<file path="src/rtl/dna_port_emulator.sv">
// Behavioural stand-in for a device-DNA port: a loadable ID register and a
// shift register read MSB-first, with sticky protocol-error flags.
module dna_port_emulator #(
    parameter int                    DNA_LENGTH = 57,
    parameter logic [DNA_LENGTH-1:0] DNA_VALUE  = 57'h123456789abcdef,
    parameter int                    CNT_WIDTH  = 6
) (
    input  logic                  clock,
    input  logic                  reset,
    input  logic                  port_read,
    input  logic                  port_shift,
    input  logic                  port_din,
    output logic                  port_dout,
    input  logic                  id_wr,
    input  logic [DNA_LENGTH-1:0] id_wdata,
    input  logic                  err_clr,
    output logic [1:0]            state,
    output logic [CNT_WIDTH-1:0]  shift_count,
    output logic                  err_no_load,
    output logic                  err_collision,
    output logic                  err_overrun
);

    typedef enum logic [1:0] {
        S_EMPTY     = 2'd0,
        S_READY     = 2'd1,
        S_SHIFTING  = 2'd2,
        S_EXHAUSTED = 2'd3
    } state_t;

    localparam logic [CNT_WIDTH-1:0] CNT_MAX = '1;
    localparam logic [CNT_WIDTH-1:0] CNT_LEN = CNT_WIDTH'(DNA_LENGTH);

    generate
        if ((2 ** CNT_WIDTH) - 1 < DNA_LENGTH) begin : g_bad_cnt_width
            $error("CNT_WIDTH too small to count DNA_LENGTH shifts");
        end
    endgenerate

    logic [DNA_LENGTH-1:0] r_id;
    logic [DNA_LENGTH-1:0] r_sr;
    logic [CNT_WIDTH-1:0]  r_cnt;
    state_t                r_state;
    logic                  r_err_no_load;
    logic                  r_err_collision;
    logic                  r_err_overrun;

    logic [CNT_WIDTH-1:0]  w_cnt_inc;

    assign w_cnt_inc = (r_cnt == CNT_MAX) ? r_cnt : r_cnt + CNT_WIDTH'(1);

    always_ff @(posedge clock or negedge reset) begin
        if (!reset) begin
            r_id            <= DNA_VALUE;
            r_sr            <= '0;
            r_cnt           <= '0;
            r_state         <= S_EMPTY;
            r_err_no_load   <= 1'b0;
            r_err_collision <= 1'b0;
            r_err_overrun   <= 1'b0;
        end else begin
            // Clear first so that a same-cycle setting event below wins.
            if (err_clr) begin
                r_err_no_load   <= 1'b0;
                r_err_collision <= 1'b0;
                r_err_overrun   <= 1'b0;
            end

            if (id_wr) begin
                r_id <= id_wdata;
            end

            if (port_read) begin
                r_sr    <= id_wr ? id_wdata : r_id;
                r_cnt   <= '0;
                r_state <= S_READY;
                if (port_shift) begin
                    r_err_collision <= 1'b1;
                end
            end else if (port_shift) begin
                if (r_state == S_EMPTY) begin
                    r_err_no_load <= 1'b1;
                end else begin
                    r_sr  <= {r_sr[DNA_LENGTH-2:0], port_din};
                    r_cnt <= w_cnt_inc;
                    if (r_state == S_EXHAUSTED) begin
                        r_err_overrun <= 1'b1;
                    end else if (w_cnt_inc == CNT_LEN) begin
                        r_state <= S_EXHAUSTED;
                    end else begin
                        r_state <= S_SHIFTING;
                    end
                end
            end
        end
    end

    assign port_dout     = r_sr[DNA_LENGTH-1];
    assign state         = r_state;
    assign shift_count   = r_cnt;
    assign err_no_load   = r_err_no_load;
    assign err_collision = r_err_collision;
    assign err_overrun   = r_err_overrun;

endmodule

</file>
<file path="config.mk">
export PLATFORM = sky130hd
export DESIGN_NAME = dna_port_emulator
export DESIGN_NICKNAME = d
export VERILOG_FILES = /design/src/rtl/dna_port_emulator.sv
export SDC_FILE = /design/constraint.sdc
export NUM_CORES = 1
export LEC_CHECK = 0
export ABC_AREA = 1
export ABC_CLOCK_PERIOD_IN_PS = 1600
export CORE_ASPECT_RATIO = 0.6
export CORE_UTILIZATION = 56
export CTS_BUF_LIST = sky130_fd_sc_hd__clkbuf_4
export CTS_CLUSTER_SIZE = 20
export DETAILED_ROUTE_END_ITERATION = 10
export PLACE_DENSITY = 0.8
export SLEW_MARGIN = 0
export SYNTH_ARGS = -nofsm -noshare
export SYNTH_HDL_FRONTEND = slang
export SYNTH_SLANG_ARGS = --single-unit
</file>
<file path="constraint.sdc">
create_clock -name clock -period 1.6 [get_ports clock]
set_input_delay 0.32 -clock clock [delete_from_list [all_inputs] [get_ports clock]]
set_output_delay 0.32 -clock clock [all_outputs]
set_load 0.05 [all_outputs]
</file>
==> metrics list, run 1 <==
* Run status: complete, no violations
- Share of final-layout standard cells stronger than drive strength 1: 17.5%
- Least setup slack across all paths after layout: between 0.05 and 0.06 ns
* Number of warnings issued by yosys: 0
* Endpoint required time on the critical path: around 1.3 ns
- The routed layout has between 4000 and 5000 vias.
* WL final: about 12000 um
- CTS built an H-tree with a depth of 4.
- A synthesized cell averages 9.39 um^2.
- The cell count after synthesis came out at 564.
- The worst pin sits at a relative slew slack of 68.3%.
- During placement, the flow inserted port buffers numbering 75.
- The first detailed-routing pass took 5 iterations.
* Core outline area: 0.00919 mm^2
* Critical path launch point type: flip-flop
- Number of vias per cell after detailed routing: just over 5
- Critical path class: reg -> out
- Static timing analysis puts the maximum clock frequency at roughly 650 MHz.
- In this run the remaining antenna-violating nets after routing total 0.
- The finished layout holds 792 standard cells, fillers aside.
- Internal power: ~5.5 mW
- Clock tree synthesis selected as its root buffer the cell sky130_fd_sc_hd__clkbuf_4.
* Layout Area Growth over Synthesis: 26.3%
* Netlist Area Pre-Place: 0.00529 mm^2
* Critical Path AT: approximately 1.2 ns
- The first global-routing pass estimated 19600 um of wire.
* Fraction of post-synthesis cell area in the top cell type by area: 44.0%
* Total power density per cell area: 1140 mW/mm^2
- In this run the worst hold path is classified as in -> reg.
- Once detailed placement completed, the half-perimeter wirelength came to 7720 um.
- Leakage power of the design: 3.21 nW
* Worst-margin pin slew: 0.476 ns
- Number of nets in the finished design: between 700 and 800
- The number of placed instances, taps included, is ~760.
- Die outline area: about 0.0099 mm^2
* Instance area at placement: 0.00634 mm^2
- After synthesis, the netlist uses 26 different library cells.
- Across the VDD grid, the largest voltage drop is 0.554 mV.
- The floorplan has 27 rows.
- After synthesis the netlist holds a flip-flop and latch count of 125.
* Final setup skew: 0.0156 ns
* Finished layout cell area: approximately 0.0067 mm^2
- Setup repair after global routing left no endpoint under its margin.
- Switching power: 2.08 mW
- The repair_antennas step left the layout with diodes totalling 0.
* Min cycle time layout: 1.55 ns
* IO Count: 76
- Cell type with the highest aggregate area in the netlist: sky130_fd_sc_hd__dfrtp_1
- Overall fraction of global-route tracks in use: about 26%
* Crit Path Max Fanout: 4
* Power Total: 7.59 mW
- Initial antenna violation count: 0
- Net Count, Synth: 630
* CTS Buffer Depth: 2
* Endpoints failing setup: 0
* Remaining Overflow, GRT: 0
- Fin. Hold Viols: 0
- The via count of the first global-routing pass was 4119.
* Top cells by area, synth: sky130_fd_sc_hd__dfrtp_1, sky130_fd_sc_hd__nand2_1, sky130_fd_sc_hd__dfstp_2
* Chip Width: 128 um
* Number of maximum-capacitance violations: 0
- Remaining DRCs: 0
* Fin crit share: 96.8%
- Clock latency at the later pin of the worst-skew pair: 0.53 ns
- TritonCTS built the clock tree.
- The clock net in this run drives a total of 125 sinks.
- The clock network burns 33.4% of the power.
- Clock input transition at the sequential cells of the worst setup and hold paths: around 0.11 ns
- Sequential cells burn between 40% and 50% of the power.
* Routability cong.: approximately 0.80
* Number of slew-limit violations in the final report: 0
* Net Sw Frac: 27.3%
* Maximum number of pins on one net before global-route repair: 49
- Worst Setup End Kind: output port
- Sequential elements use 59.8% of the synthesized area.
- Floorplan die height: 77.3 um
- Routed len/inst: 14.6 um
- TritonCTS created 17 clock buffers.
* Iteration-0 DRC count of the detailed router: 330
- Timing analysis after detailed placement gives a worst setup slack of -0.0985 ns.
- The share of total power dissipated in combinational logic is between 10% and 20%.
- Starting density of the core: approximately 58%
-- layout by cell type (no fill, tap or decap) --
master | netlist | final
sky130_fd_sc_hd__nand2_1 | 246 | 246
sky130_fd_sc_hd__dfrtp_1 | 93 | 90
sky130_fd_sc_hd__inv_1 | 64 | 64
sky130_fd_sc_hd__clkdlybuf4s50_1 | 0 | 60
sky130_fd_sc_hd__o221ai_1 | 44 | 44
sky130_fd_sc_hd__dfstp_2 | 32 | 32
sky130_fd_sc_hd__buf_4 | 3 | 20
sky130_fd_sc_hd__clkbuf_4 | 0 | 17
sky130_fd_sc_hd__buf_12 | 0 | 15
sky130_fd_sc_hd__o221ai_2 | 10 | 10
sky130_fd_sc_hd__nor2_1 | 9 | 8
sky130_fd_sc_hd__o21ai_0 | 7 | 6
sky130_fd_sc_hd__a21oi_1 | 6 | 6
sky130_fd_sc_hd__nand3_1 | 5 | 5
sky130_fd_sc_hd__bufinv_16 | 0 | 5
sky130_fd_sc_hd__clkinv_1 | 0 | 5
sky130_fd_sc_hd__o22ai_1 | 3 | 3
sky130_fd_sc_hd__clkinvlp_4 | 0 | 3
sky130_fd_sc_hd__dfrtp_2 | 0 | 3
sky130_fd_sc_hd__inv_2 | 2 | 2
sky130_fd_sc_hd__nor2_2 | 1 | 2
sky130_fd_sc_hd__o211ai_1 | 2 | 2
sky130_fd_sc_hd__ha_1 | 2 | 2
sky130_fd_sc_hd__clkinv_2 | 0 | 2
sky130_fd_sc_hd__buf_2 | 17 | 2
sky130_fd_sc_hd__o31ai_1 | 1 | 1
sky130_fd_sc_hd__clkinv_4 | 1 | 1
sky130_fd_sc_hd__a32o_1 | 1 | 1
sky130_fd_sc_hd__o21ai_4 | 1 | 1
sky130_fd_sc_hd__nand2_2 | 1 | 1
sky130_fd_sc_hd__nand4_1 | 1 | 1
sky130_fd_sc_hd__o21ai_1 | 0 | 1
sky130_fd_sc_hd__dlygate4sd3_1 | 0 | 1
-- area by class of cell --
cell class / count / area (um^2)
Clock buffer: 17 / 128
Clock inverter: 15 / 201
Fill cell: 654 / 2500
Inverter: 67 / 256
Multi-Input combinational cell: 340 / 1700
Sequential cell: 125 / 3170
Tap cell: 130 / 163
Timing Repair Buffer: 98 / 1070
-- cell usage after synthesis --
| cell type | n |
|---|---|
| sky130_fd_sc_hd__nand2_1 | 246 |
| sky130_fd_sc_hd__o21ai_0 | 7 |
| sky130_fd_sc_hd__o211ai_1 | 2 |
| sky130_fd_sc_hd__clkinv_4 | 1 |
| sky130_fd_sc_hd__inv_1 | 64 |
| sky130_fd_sc_hd__nand3_1 | 5 |
| sky130_fd_sc_hd__nor2_1 | 9 |
| sky130_fd_sc_hd__nand4_1 | 1 |
| sky130_fd_sc_hd__o221ai_2 | 10 |
| sky130_fd_sc_hd__o31ai_1 | 1 |
| sky130_fd_sc_hd__buf_2 | 17 |
| sky130_fd_sc_hd__ha_1 | 2 |
| sky130_fd_sc_hd__buf_6 | 3 |
| sky130_fd_sc_hd__buf_4 | 3 |
| sky130_fd_sc_hd__inv_2 | 2 |
| sky130_fd_sc_hd__o221ai_1 | 44 |
| sky130_fd_sc_hd__a21oi_1 | 6 |
| sky130_fd_sc_hd__a32o_1 | 1 |
| sky130_fd_sc_hd__buf_1 | 3 |
| sky130_fd_sc_hd__dfrtp_1 | 93 |
| sky130_fd_sc_hd__clkbuf_1 | 6 |
| sky130_fd_sc_hd__o22ai_1 | 3 |
| sky130_fd_sc_hd__dfstp_2 | 32 |
| sky130_fd_sc_hd__nor2_2 | 1 |
| sky130_fd_sc_hd__o21ai_4 | 1 |
| sky130_fd_sc_hd__nand2_2 | 1 |
-- worst max-delay path, cell delays in order, from the launching register on --
cell	delay, ns
sky130_fd_sc_hd__dfrtp_1	0.40
sky130_fd_sc_hd__buf_4	0.16
sky130_fd_sc_hd__buf_12	0.14
-- final timing paths --
check / from / end / slack [ns] / cells past startpoint
min reg2reg: r_id[2] / r_id[2] / 0.48 / 2
max in group asynchronous: reset / r_id[5] / 0.65 / 3
max: state[0] / state[0] / 0.05 / 2
max reg2reg: shift_count[0] / state[0] / 0.16 / 8
min: port_read / err_collision / 0.16 / 3
min in group asynchronous: reset / r_id[12] / 0.29 / 2
-- state kept, by name (all words and copies together), names as in the netlist --
register / count
err_collision: 1
err_no_load: 1
err_overrun: 1
r_id: 57
r_sr: 57
shift_count: 6
state: 2
-- routing by layer --
metal	wire (um)	global-route usage (%)	up-vias	part of all wire (%)
met2	5360	39.9	125	46
met1	5410	35.5	1948	47
li1	-	-	1984	-
met4	125	8.69	0	1.1
met5	0	0	-	0
met3	656	7.54	11	5.7
-- power by group through the flow --
stage	Clock (mW)	Sequential, mW	Combinational (mW)
5_1_grt	2.72	3.77	1.47
3_5_place_dp	0	3.79	1.31
3_3_place_gp	0	3.77	1.25
6_report	2.54	3.74	1.32
2_1_floorplan	0	3.84	0.698
4_1_cts	2.57	3.73	1.33
-- logic make-up (layout without fill, tap and decap cells) --
family	count (synthesis)	after routing	share of synthesized area, %
and+or+nand+nor	263	263	18.9
DFF	125	125	59.8
adders and majority gates	2	2	0.473
AOI/OAI and AO/OA	75	75	12.6
buffers and inverters	99	197	8.15
-- through the flow --
step	hold slack [ns]	TNS, ns	utilization [%]
after global placement	0.296	-2.00	69.0
final	0.156	0	72.8
after floorplan	0.0244	0	-
after CTS	0.127	0	72.7
after global routing	0.136	0	72.8
after detailed placement	0.307	-4.21	69.0
-- timing repair --
action,in CTS,in global routing
setup buffers,0,1
endpoints found under the hold margin,17,0
endpoints found under the setup margin,0,3
hold buffers,1,0
resized for setup,0,3
Note: power is estimated with default switching activity, not from simulation.
==> inputs of run 2 (changes only) <==
--- a/config.mk
+++ b/config.mk
@@ -10,9 +10,10 @@
 export CORE_ASPECT_RATIO = 0.6
 export CORE_UTILIZATION = 56
 export CTS_BUF_LIST = sky130_fd_sc_hd__clkbuf_4
-export CTS_CLUSTER_SIZE = 20
+export CTS_CLUSTER_SIZE = 28
 export DETAILED_ROUTE_END_ITERATION = 10
 export PLACE_DENSITY = 0.8
+export SETUP_SLACK_MARGIN = 0.02
 export SLEW_MARGIN = 0
 export SYNTH_ARGS = -nofsm -noshare
 export SYNTH_HDL_FRONTEND = slang
==> run 2 against run 1 <==
  * Die area did not move
  * Flip-flop and latch count did not move
  * Clock skew fell by 0.00099 ns
  * Final area rose by 0.24%
  * Highest routed layer unchanged
  * Core utilization rose by 0.18 points
  * Clock power barely moved
  * First-iteration DRC count fell by 18%
  * Largest cell class unchanged
==> metrics list, run 2 (synthesized netlist as in run 1, its figures left out) <==
- The flow ran to the end, and the final reports show no timing, DRC or antenna violations.
- Worst Reg2Reg Path Length in Cells: 7
- Slowest-stage cell, CP: sky130_fd_sc_hd__dfrtp_1
- The signal on the critical path passes through buf_6 > buf_12.
- Number of slew-limit violations in the final report: 0
- Maximum number of pins on one net before global-route repair: 49
- Worst voltage drop across the vdd grid: ~0.55 mV
- The worst setup path is of the reg -> out kind.
- TritonCTS built the clock tree.
- Leading cell type in the layout, fill and taps excluded: sky130_fd_sc_hd__nand2_1
- Counting the buffers created by CTS gives 17.
- Share of final-layout standard cells stronger than drive strength 1: 17.8%
- The clock passes through at most 2 buffers.
- Area of the multi-input gates: 0.00170 mm^2
- In the routed design, unresolved DRC markers number 0.
- Global routing finished with a remaining overflow of 0.
- Fin crit share: between 90 and 100%
- Slowest cell delay on critical path: 0.41 ns
* Remaining antenna violation count after routing: 0
- H-tree depth reported by CTS: 4
* Remaining max-slew budget at the tightest pin: 68.2%
- Detail Placement HPWL: 7720 um
- Leakage power of the design: 3.21 nW
- The initial utilization of the core area, before any placement, comes to 57.6%.
- In the post-route analysis, the smallest setup slack over all paths is 0.0644 ns.
- Setup violations remaining at the end of the flow were counted as 0.
- In this run the critical register-to-register path is captured at state[0].
- Initial antenna violation count: 0
- Iteration-0 DRC count of the detailed router: 270
- Number of maximum-capacitance violations: 0
- The first global-routing pass estimated ~20000 um of wire.
- Number of sinks on the clock net: 125
- Across the routed clock network, the largest skew measured is 0.0146 ns.
- Sink of the worst hold path: err_collision
- Layout Area Growth over Synthesis: 26.6%
* Via Count: 4080
- Dividing the detail-routed wire length by the instance count gives 14.7 um.
* Root buffer cell: sky130_fd_sc_hd__clkbuf_4
- Data on the critical path arrives at its endpoint at 1.22 ns.
- Fin. Hold Viols: 0
- Top library cells by usage in the layout, fill and taps aside: sky130_fd_sc_hd__nand2_1, sky130_fd_sc_hd__dfrtp_1, sky130_fd_sc_hd__inv_1
- Setup Slack @ Placement: -0.0985 ns
* Filler instances: ~650
- At the end of routability-driven placement, the weighted congestion stood at 0.799.
- Timing-limited maximum frequency: 651 MHz
* Number of nets in the finished design: approximately 720
- Dividing the detail-routed via count by the number of cells gives 5.14.
* Chip Width: 128 um
- Worst min-delay path startpoint: port_read
* Core outline area: 0.00919 mm^2
- Die outline area: 0.00986 mm^2
- Setup repair after global routing left no endpoint under its margin.
- Total power density per cell area: 1140 mW/mm^2
- Port buffer count: 75
- Endpoint required time on the critical path: 1.28 ns
- Pin placement for this block handled 76 I/O pins.
* Hold path depth: 3
- Global routing used 26.0% of the available tracks across all layers.
- Worst hold-check path type: in -> reg
- Summing internal, switching and leakage power gives 7.61 mW.
- Worst-margin pin slew: about 0.48 ns
- Total iterations of the first detailed-routing run: 5
- Post-Route Utilization: 73.0%
- Crit Path Max Fanout: 2
* Clock latency at the later pin of the worst-skew pair: about 0.53 ns
* Site Rows: 27
- Sequential standard cell area: 0.00317 mm^2
- R2R setup slack: about 0.12 ns
- The startpoint identified for the worst register-to-register timing path is shift_count[0].
* Vias in the first global route: 4126
* Clock input transition at the sequential cells of the worst setup and hold paths: approximately 0.11 ns
- Floorplan die height: slightly below 80 um
* WL final: about 12000 um
- STA classifies the critical path endpoint as an output port.
- Min cycle time layout: 1.54 ns
- Critical path launch point type: flip-flop
## run 2: changes by cell type in the layout (fill, tap and decap cells not counted)
cell | before | now
sky130_fd_sc_hd__o21ai_1 | 1 | 0
sky130_fd_sc_hd__diode_2 | 0 | 1
sky130_fd_sc_hd__o21ai_0 | 6 | 7
sky130_fd_sc_hd__ha_1 | 2 | 1
sky130_fd_sc_hd__ha_2 | 0 | 1
sky130_fd_sc_hd__buf_6 | 0 | 1
## run 2: cell type report
cell class | count | share of cell area [%]
Timing Repair Buffer | 99 | 16.1
Tap cell | 130 | 2.43
Multi-Input combinational cell | 340 | 25.3
Clock inverter | 15 | 3.00
Inverter | 67 | 3.83
Antenna cell | 1 | 0.0373
Sequential cell | 125 | 47.3
Clock buffer | 17 | 1.90
## run 2: repair_timing
| item | CTS | global route |
|---|---|---|
| resized for setup | 1 | 3 |
| setup endpoints to repair | 2 | 3 |
| hold endpoints to repair | 17 | 0 |
| hold buffers | 1 | 0 |
| setup buffers | 1 | 1 |
## run 2: critical path: cells and delay by family, from the launching register on
family	cells	cell delay (ns)
buffers and inverters	2	0.27
DFF	1	0.41
## run 2: layer usage
metal / wire length (um) / vias to the layer above / track usage [%]
met5: 0 / - / 0
met4: 200 / 0 / 8.69
met3: 607 / 19 / 7.54
met2: 5370 / 104 / 40.0
met1: 5510 / 1969 / 35.5
li1: - / 1988 / -
## run 2: worst max path at each step
stage	depth (start not counted)	from	endpoint
2_1_floorplan	5	state[1]	r_sr[38]
3_3_place_gp	6	port_shift	r_sr[34]
3_5_place_dp	6	port_shift	r_sr[23]
4_1_cts	2	state[0]	state[0]
5_1_grt	8	shift_count[0]	state[0]
6_report	2	state[0]	state[0]
## run 2: stage by stage
step	setup TNS [ns]	std cells	hold WS (ns)	area, um^2
finish	0	794	0.150	6700
global placement	-2.00	758	0.296	6340
CTS	0	792	0.127	6690
detailed placement	-4.21	758	0.307	6340
global route	0	793	0.136	6700
floorplan	0	564	0.0244	5300
## run 2: power by group
part           switching, mW  internal, mW
Sequential             0.139          3.60
Combinational          0.769         0.563
Clock                   1.18          1.36
Total                   2.09          5.52
==> variant (settings of run 2) <==
Put a register stage on the output `port_dout`, without a reset. The value now appears one clock later. The other outputs are not delayed to match.
--- a/src/rtl/dna_port_emulator.sv
+++ b/src/rtl/dna_port_emulator.sv
@@ -95,7 +95,9 @@
         end
     end
 
-    assign port_dout     = r_sr[DNA_LENGTH-1];
+    always_ff @(posedge clock) begin
+        port_dout <= r_sr[DNA_LENGTH-1];
+    end
     assign state         = r_state;
     assign shift_count   = r_cnt;
     assign err_no_load   = r_err_no_load;
Formal check against the unedited RTL: not equivalent (Yosys sat finds a counterexample within 4 cycles, from zero or initial values and one cycle with reset low).
==> variant against run 2 <==
  * Sequential cell count rose by 1
  * Sequential share of layout area about the same
  * Synthesized area up 0.38%
  * Setup slack worse by 21 ps
  * Total power rose by 2.7%
  * Cell area rose by 0.62%
  * Synthesized cell count increased by 0.18%
  * Highest routed layer unchanged
  * Critical endpoint unchanged
  * Largest cell class unchanged
  * Wire length up 0.29%
  * Non-clock buffer count increased by 1
==> variant: results (changes against run 2) <==
| Metric | Value |
|---|---|
| GR Util met2 | `0.3908 (-0.009239)` |
| CTS root buf | `clkbuf_4` |
| Initial antenna violation count | `0 (unchanged)` |
| Hold Path End | `err_collision` |
| H-tree Lvls | `4 (unchanged)` |
| Synth top area cells | `dfrtp_1, nand2_1, dfstp_2, o221ai_1, inv_1` |
| Post-Layout Cell Count | `795 (+0.13%)` |
| Clock Skew | `21.28 ps (+6.634 ps)` |
| Register area share after synthesis | `0.6000 (+0.001513)` |
| GR Util met3 | `0.07379 (-0.001573)` |
| N_diodes | `0 (-1)` |
| Post-Route WL | `11720 microns (+0.29%)` |
| DRT Pass-1 Iters | `5 (unchanged)` |
| Via density | `5.184 (+0.88%)` |
| Yosys cell types | `27 (+3.8%)` |
| Worst r2r src | `state[0]` |
| Worst-Margin Slew | `335.1 ps (-141.5 ps)` |
| Fill cells | `648 (-0.46%)` |
| Share of post-route cells with drive strength above 1 | `0.1820 (+0.003976)` |
| Leakage power | `3.235 nW (+0.67%)` |
| First-pass GRT wire length | `19580 microns (-0.28%)` |
| Largest net degree at the start of global routing | `58 (+18%)` |
| Maxcap violations | `0 (unchanged)` |
| Met1 Usage GRT | `0.3511 (-0.004009)` |
| Critical path fanouts, max | `4 (+2)` |
| 1st-iter DRT viols | `273 (+1.1%)` |
| Routability cong. | `0.8118 (+1.7%)` |
| Dpl hpwl | `7940 microns (+2.9%)` |
| Nets@finish | `718 (+0.28%)` |
| Syn_nets | `631 (+0.16%)` |
| IO buf count | `75 (unchanged)` |
| Reg2Reg Depth | `6 (-1)` |
| CTS max path bufs | `2 (unchanged)` |
| Mapped Cells | `565 (+0.18%)` |
| P_sw | `2.086 mW (-0.13%)` |
| Peak VDD IR | `755.2 uV (+36%)` |
| Ys async rst share | `0.9921 (-0.007937)` |
| Cells after DPL | `759 (+0.13%)` |
| Hold WC Path Type | `input port to register` |
| Run status | `completed` |
| FF-to-FF End | `r_sr[37]` |
| CP arrival | `1240 ps (+20 ps)` |
| Overall routing resource usage | `0.2599 (about the same)` |
-- variant: cell count changes in the layout (fill, tap and decap cells not counted), sizes merged --
cell / run 2 / this run
bufinv: 5 / 6
clkbuf: 17 / 18
clkinv: 8 / 7
clkinvlp: 3 / 2
dfxtp: 0 / 1
diode: 1 / 0
dlygate4sd3: 1 / 2
-- variant: cells by family after synthesis --
logic type                 share of synthesized area
buffers and inverters                        0.08123
DFF                                           0.6000
and+or+nand+nor                               0.1884
adders and majority gates                   0.004708
AOI/OAI and AO/OA                             0.1257
-- variant: power by group through the flow --
stage | Sequential, mW | Combinational (mW) | Clock [mW]
after floorplan | 3.87 | 0.698 | 0
after detailed placement | 3.82 | 1.32 | 0
after CTS | 3.76 | 1.34 | 2.73
after global routing | 3.80 | 1.48 | 2.88
final | 3.76 | 1.34 | 2.72
after global placement | 3.80 | 1.24 | 0
-- variant: worst max path at each step --
stage	cells past startpoint	startpoint	endpoint
2_1_floorplan	5	state[1]	r_sr[38]
3_3_place_gp	7	port_shift	shift_count[0]
3_5_place_dp	7	port_shift	shift_count[0]
4_1_cts	2	state[0]	state[0]
5_1_grt	2	state[0]	state[0]
6_report	2	state[0]	state[0]
-- variant: metrics by stage --
step                setup slack, ps  instance area (sq um)  hold WS [ps]  TNS (ps)  utilization
floorplan                     98.58                   5316         24.41         0            -
global placement             -128.6                   6332         212.2     -4788       0.6891
detailed placement           -204.2                   6332         218.3     -8347       0.6891
CTS                           21.47                   6721         132.0         0       0.7315
global route                 -9.058                   6745         175.3    -9.058       0.7341
finish                        43.01                   6745         164.1         0       0.7341
-- variant: repair_timing --
action,in CTS,in global routing
setup buffers,1,1
hold endpoints to repair,93,0
cloned,0,0
hold buffers,2,0
setup endpoints to repair,2,9
pin swaps,0,1
resized for setup,2,8
-- variant: final cells by class --
type	count	area, sq um	share of cell area
repair buffers	100	1079	0.1599
clock buffers	18	135.1	0.02003
clock inverters	14	221.5	0.03283
flip-flops and latches	126	3194	0.4736
multi-input cells	340	1697	0.2515
inverters	67	256.5	0.03803
well taps	130	162.7	0.02411
-- variant: worst max-delay path: stages, from the launching register on --
cell and delay (ps):
dfrtp_1 410, buf_6 140, buf_12 140
-- variant: layer usage --
metal,up-vias,part of all wire
met5,-,0
met3,23,0.066
li1,1996,-
met2,144,0.45
met1,1958,0.47
met4,0,0.019
